[src/rtl/irq_pending_arb_if.sv]
// Request handshake between irq_pending_arb (master) and its consumer (slave).
interface irq_pending_arb_if #(
  parameter int unsigned IDX_W = 3
);
  logic             req_valid;
  logic [IDX_W-1:0] req_idx;
  logic             req_ready;

  modport master (output req_valid, output req_idx, input req_ready);
  modport slave  (input req_valid, input req_idx, output req_ready);
endinterface

[src/rtl/irq_pending_arb.sv]
// Sticky edge-captured interrupt pending bits, masked vector to the encoder, and an MSB-first
// valid/ready offer of one pending line at a time. Optional overflow flags: IRQ_OVERFLOW_EN.
module irq_pending_arb #(
  parameter int unsigned N     = 8,
  parameter int unsigned IDX_W = 3
) (
  input  logic                  clk,
  input  logic                  rst_n,
  input  logic [N-1:0]          irq_in,
  input  logic [N-1:0]          mask_in,
  output logic [N-1:0]          pend_vec,
  irq_pending_arb_if.master     req,
  output logic [N-1:0]          ovf,
  input  logic                  ovf_clr
);

  typedef enum logic [0:0] {StIdle, StOffer} state_e;

  state_e           state_q, state_d;
  logic [N-1:0]     pending_q, pending_d;
  logic [N-1:0]     irq_prev_q;
  logic [N-1:0]     edge_v, clr_v;
  logic             valid_q, valid_d;
  logic [IDX_W-1:0] idx_q, idx_d;
  logic [IDX_W-1:0] top_idx;
  logic             handshake;

  assign edge_v    = irq_in & ~irq_prev_q;
  assign pend_vec  = pending_q & mask_in;
  assign handshake = valid_q & req.req_ready;
  assign clr_v     = handshake ? (N'(1) << idx_q) : '0;

  // Set wins over a same-cycle clear of the same bit.
  assign pending_d = (pending_q & ~clr_v) | edge_v;

  // Ascending scan so the highest set index is the last one written.
  always_comb begin
    top_idx = '0;
    for (int unsigned i = 0; i < N; i++) begin
      if (pend_vec[i]) top_idx = IDX_W'(i);
    end
  end

  always_comb begin
    state_d = state_q;
    valid_d = valid_q;
    idx_d   = idx_q;
    unique case (state_q)
      StIdle: begin
        if (|pend_vec) begin
          idx_d   = top_idx;
          valid_d = 1'b1;
          state_d = StOffer;
        end
      end
      StOffer: begin
        if (req.req_ready) begin
          valid_d = 1'b0;
          state_d = StIdle;
        end
      end
      default: begin
        valid_d = 1'b0;
        state_d = StIdle;
      end
    endcase
  end

  always_ff @(posedge clk or negedge rst_n) begin
    if (!rst_n) begin
      state_q    <= StIdle;
      pending_q  <= '0;
      irq_prev_q <= '0;
      valid_q    <= 1'b0;
      idx_q      <= '0;
    end else begin
      state_q    <= state_d;
      pending_q  <= pending_d;
      irq_prev_q <= irq_in;
      valid_q    <= valid_d;
      idx_q      <= idx_d;
    end
  end

  assign req.req_valid = valid_q;
  assign req.req_idx   = idx_q;

`ifdef IRQ_OVERFLOW_EN
  logic [N-1:0] ovf_q, ovf_d;

  // A new overflow beats a simultaneous clear.
  always_comb begin
    ovf_d = ovf_clr ? '0 : ovf_q;
    ovf_d = ovf_d | (edge_v & pending_q & ~clr_v);
  end

  always_ff @(posedge clk or negedge rst_n) begin
    if (!rst_n) ovf_q <= '0;
    else        ovf_q <= ovf_d;
  end

  assign ovf = ovf_q;
`else
  logic unused_ovf_clr;
  assign unused_ovf_clr = ovf_clr;
  assign ovf            = '0;
`endif

endmodule

[src/flat_wrapper.sv]
// flat-port wrapper written by rule: the top's interface ports become plain ports
module irq_pending_arb_flat 
#(
  parameter int unsigned N     = 8,
  parameter int unsigned IDX_W = 3
)
  (clk, rst_n, irq_in, mask_in, pend_vec, ovf, ovf_clr, req_req_valid, req_req_idx, req_req_ready);
  irq_pending_arb_if #(.IDX_W(IDX_W)) req_i ();
  input  logic clk;
  input  logic rst_n;
  input  logic [N-1:0] irq_in;
  input  logic [N-1:0] mask_in;
  output logic [N-1:0] pend_vec;
  output logic [N-1:0] ovf;
  input  logic ovf_clr;
  output wire logic [$bits(req_i.req_valid)-1:0] req_req_valid;
  output wire logic [$bits(req_i.req_idx)-1:0] req_req_idx;
  input wire logic [$bits(req_i.req_ready)-1:0] req_req_ready;
  assign req_req_valid = req_i.req_valid;
  assign req_req_idx = req_i.req_idx;
  assign req_i.req_ready = req_req_ready;
  irq_pending_arb #(.N(N), .IDX_W(IDX_W)) u_core (.clk(clk), .rst_n(rst_n), .irq_in(irq_in), .mask_in(mask_in), .pend_vec(pend_vec), .req(req_i), .ovf(ovf), .ovf_clr(ovf_clr));
endmodule
[config.mk]
export PLATFORM = sky130hd
export DESIGN_NAME = irq_pending_arb_flat
export DESIGN_NICKNAME = d
export VERILOG_FILES = /design/src/rtl/irq_pending_arb_if.sv /design/src/rtl/irq_pending_arb.sv /design/src/flat_wrapper.sv
export SDC_FILE = /design/constraint.sdc
export NUM_CORES = 1
export LEC_CHECK = 0
export ABC_AREA = 1
export CORE_MARGIN = 3
export CORE_UTILIZATION = 44
export CTS_BUF_LIST = sky130_fd_sc_hd__clkbuf_16
export CTS_CLUSTER_DIAMETER = 120
export DETAILED_ROUTE_END_ITERATION = 8
export MAX_ROUTING_LAYER = met4
export PLACE_DENSITY = 0.86
export SETUP_SLACK_MARGIN = 0.15
export SLEW_MARGIN = 5
export SYNTH_ARGS = -nofsm -noshare
export SYNTH_HDL_FRONTEND = slang
export SYNTH_SLANG_ARGS = --single-unit
[constraint.sdc]
create_clock -name clk -period 1.6 [get_ports clk]
set_input_delay 0.4 -clock clk [delete_from_list [all_inputs] [get_ports clk]]
set_output_delay 0.4 -clock clk [all_outputs]
set_load 0.02 [all_outputs]
==> flow_metrics.tcl <==
set metrics [dict create \
    grt_usage_pct 18.95 \
    die_w_um 52.43 \
    fin_crit_sh_pct 87.65 \
    synth-edff-count 0 \
    drtPass1Iterations 4 \
    antenna_found_initial 0 \
    cap_viol_max_count 0 \
    maxSlewViolCount 0 \
    clkLatencyLatePin_ns 0.25 \
    syn-cell-area_um2 948.4 \
    synth-warning-count 0 \
    io_buffers 30 \
    synthesis.instances 103 \
    finalCriticalPeriod_ns 1.402 \
    stdcell_count 180 \
    r2r.worst_path.cells 8 \
    antenna_cells 0 \
    grt-ovfl-total 0 \
    antenna_left 0 \
    first_global_vias 851 \
    critPathCaptureType "output pin" \
    r2r-end "u_core.req.req_idx[0]" \
    cts.clk_slew.worst_paths_ns 0.05 \
    clkSinkCount 21 \
    synth_cell_types 16 \
    dp.cells 170 \
    dp_hpwl_um 1622 \
    dp_slack_ns -0.4026 \
    fin_ws_ns 0.1977 \
    ir_worst_vdd_uv 914.2 \
    regArea_um2 525.5 \
    cp.required_ns 1.20 \
    hp-class "reg2reg" \
    finalHoldViolCount 0 \
    max_stage_delay_ns 0.42 \
    start_kind "flop" \
    nets 174 \
    cp_top_family "flip-flops" \
    cts_tree "yes" \
    crit_slowest_cell "dfrtp_1" \
    grt_pass1_wl_um 3594 \
    final-setup-viol-count 0 \
    criticalPathCategory "reg2out" \
    rsz0062_at_grt "true" \
    cp.arrival_ns 1.00 \
    cts_buffer_depth 2 \
    ys_ff_latch 21 \
    p_per_area_mw_per_mm2 1504 \
    die_h_um 52.43 \
    async_flop_share_pct 100.0 \
    whs_ns 0.4131 \
    yosysTopAreaCell "dfrtp_1" \
    endpoint "req_req_idx[1]" \
    root_buffer "clkbuf_16" \
    crit_chain "clkdlybuf4s15_1" \
    ff2ff_setup_slack_ns 0.33 \
    gp_congestion 0.8212 \
    htreeDepth 1 \
    yosys-top-cells-area "dfrtp_1 (55%), o21ai_0 (9.5%), inv_1 (7.5%), buf_4 (6.3%), nand2_1 (6.3%)" \
    multi_input_area_um2 320.3 \
    avgSynthCellArea_um2 9.208 \
    skew_ns 0.002154 \
    cts_buffers 3 \
    layout-drive-gt1-share_pct 32.03 \
    grt_max_degree 22 \
    worstPathMaxFanout 5 \
    dpl_cell_area_mm2 0.001331 \
    viasPerCell 4.611 \
    stdcell_area_mm2 0.001455 \
    dieArea_mm2 0.002748 \
    n_fill_cell 148 \
    startpoint "u_core.req.req_idx[1]" \
    routed_wl_um 2278 \
    fmax_mhz 713.1 \
    total_power_mw 2.188 \
    vias 830 \
    coreArea_mm2 0.002002 \
    outcome "finished, final reports clean" \
    synthToLayoutAreaGrowth_pct 53.43 \
    wire_per_inst_um 12.66 \
    rr_startpoint "u_core.pending_q[0]" \
    critPathBufInv 1 \
    synth_flop_cell "dfrtp_1" \
    num_rows 16 \
    cp_num_cells 1 \
    power.leakage_nw 0.7459 \
    yosysSeqAreaShare_pct 55.41 \
    drc 0 \
    synth_top_area_share_pct 55.41 \
    start_util_pct 47.38 \
    drtIter0Drc 7 \
    io_pins 40 \
]
==> worst min-delay path by stage <==
stage	startpoint	end	slack, ns	cells past startpoint
final	u_core.irq_prev_q[2]	u_core.pending_q[2]	0.41	1
after detailed placement	u_core.irq_prev_q[2]	u_core.pending_q[2]	0.41	1
after global routing	u_core.irq_prev_q[7]	u_core.pending_q[7]	0.45	1
after CTS	u_core.irq_prev_q[2]	u_core.pending_q[2]	0.42	1
after floorplan	rst_n	u_core.irq_prev_q[0]	0.10	0
after global placement	u_core.irq_prev_q[6]	u_core.pending_q[6]	0.40	1
==> stage by stage <==
stage               TNS (ns)  util (%)
floorplan                  0         -
global placement      -3.008     66.50
detailed placement    -3.138     66.50
CTS                        0     72.56
global route               0     72.69
finish                     0     72.69
==> cell usage after synthesis, types with 2 or more instances <==
| cell | instances |
|---|---|
| nand2_2 | 7 |
| buf_4 | 8 |
| nand2_4 | 2 |
| nor2_2 | 2 |
| dfrtp_1 | 21 |
| o21ai_0 | 18 |
| inv_1 | 19 |
| nand2_1 | 16 |
| a21oi_1 | 3 |
==> power breakdown <==
| group | switching (mW) | internal (mW) | total (mW) |
|---|---|---|---|
| logic | 0.494 | 0.405 | 0.899 |
| clock network | 0.178 | 0.333 | 0.511 |
| registers | 0.108 | 0.671 | 0.779 |
==> metal layers <==
metal | up-vias | global-route usage, % | wire [µm]
li1 | 404 | - | -
met1 | 385 | 16.94 | 814
met2 | 32 | 35.74 | 1264
met3 | 9 | 5.128 | 126
met4 | 0 | 9.787 | 73
met5 | - | - | 0
==> placed cells by master, fill, tap and decap left out <==
cell             Yosys  layout
inv_2                0       7
buf_4                8      17
o21ai_1              1       1
nand3b_1             1       1
clkdlybuf4s15_1      0       2
buf_6                0       8
nand2_1             16      15
o21ai_0             18      18
a31oi_1              1       1
clkdlybuf4s50_1      0      10
a21oi_1              3       3
inv_1               19      13
nor2_4               1       1
dfrtp_1             21      21
conb_1               1       8
a21oi_2              1       1
nand3_1              1       1
nor2_2               2       2
nand2_2              7       8
dlygate4sd2_1        0      10
nand2_4              2       2
clkbuf_16            0       3
==> registers in the layout (all words and copies together), names as in the netlist <==
register              cells
u_core.req.req_valid      1
u_core.state_q            1
u_core.pending_q          8
u_core.irq_prev_q         8
u_core.req.req_idx        3
==> cell families after synthesis <==
logic type	Yosys count	synth area share (%)
buffers and inverters	27	13.85
other	1	0.3954
AND/OR/NAND/NOR	30	17.15
AO/OA/AOI/OAI	24	13.19
flip-flops	21	55.41
==> timing repair <==
item,in CTS,in global routing
hold buffers,0,0
resized for setup,68,2
endpoints found under the setup margin,12,2
pin swaps,6,0
buffers inserted,6,0
==> final cells by class <==
type | instances | area share [%]
flip-flops and latches | 21 | 36.11
clock buffers | 3 | 5.159
repair buffers | 47 | 29.23
well taps | 27 | 2.322
multi-input cells | 62 | 22.01
inverters | 19 | 4.901
clock inverters | 1 | 0.2580
Note: power is estimated with default switching activity, not from simulation.
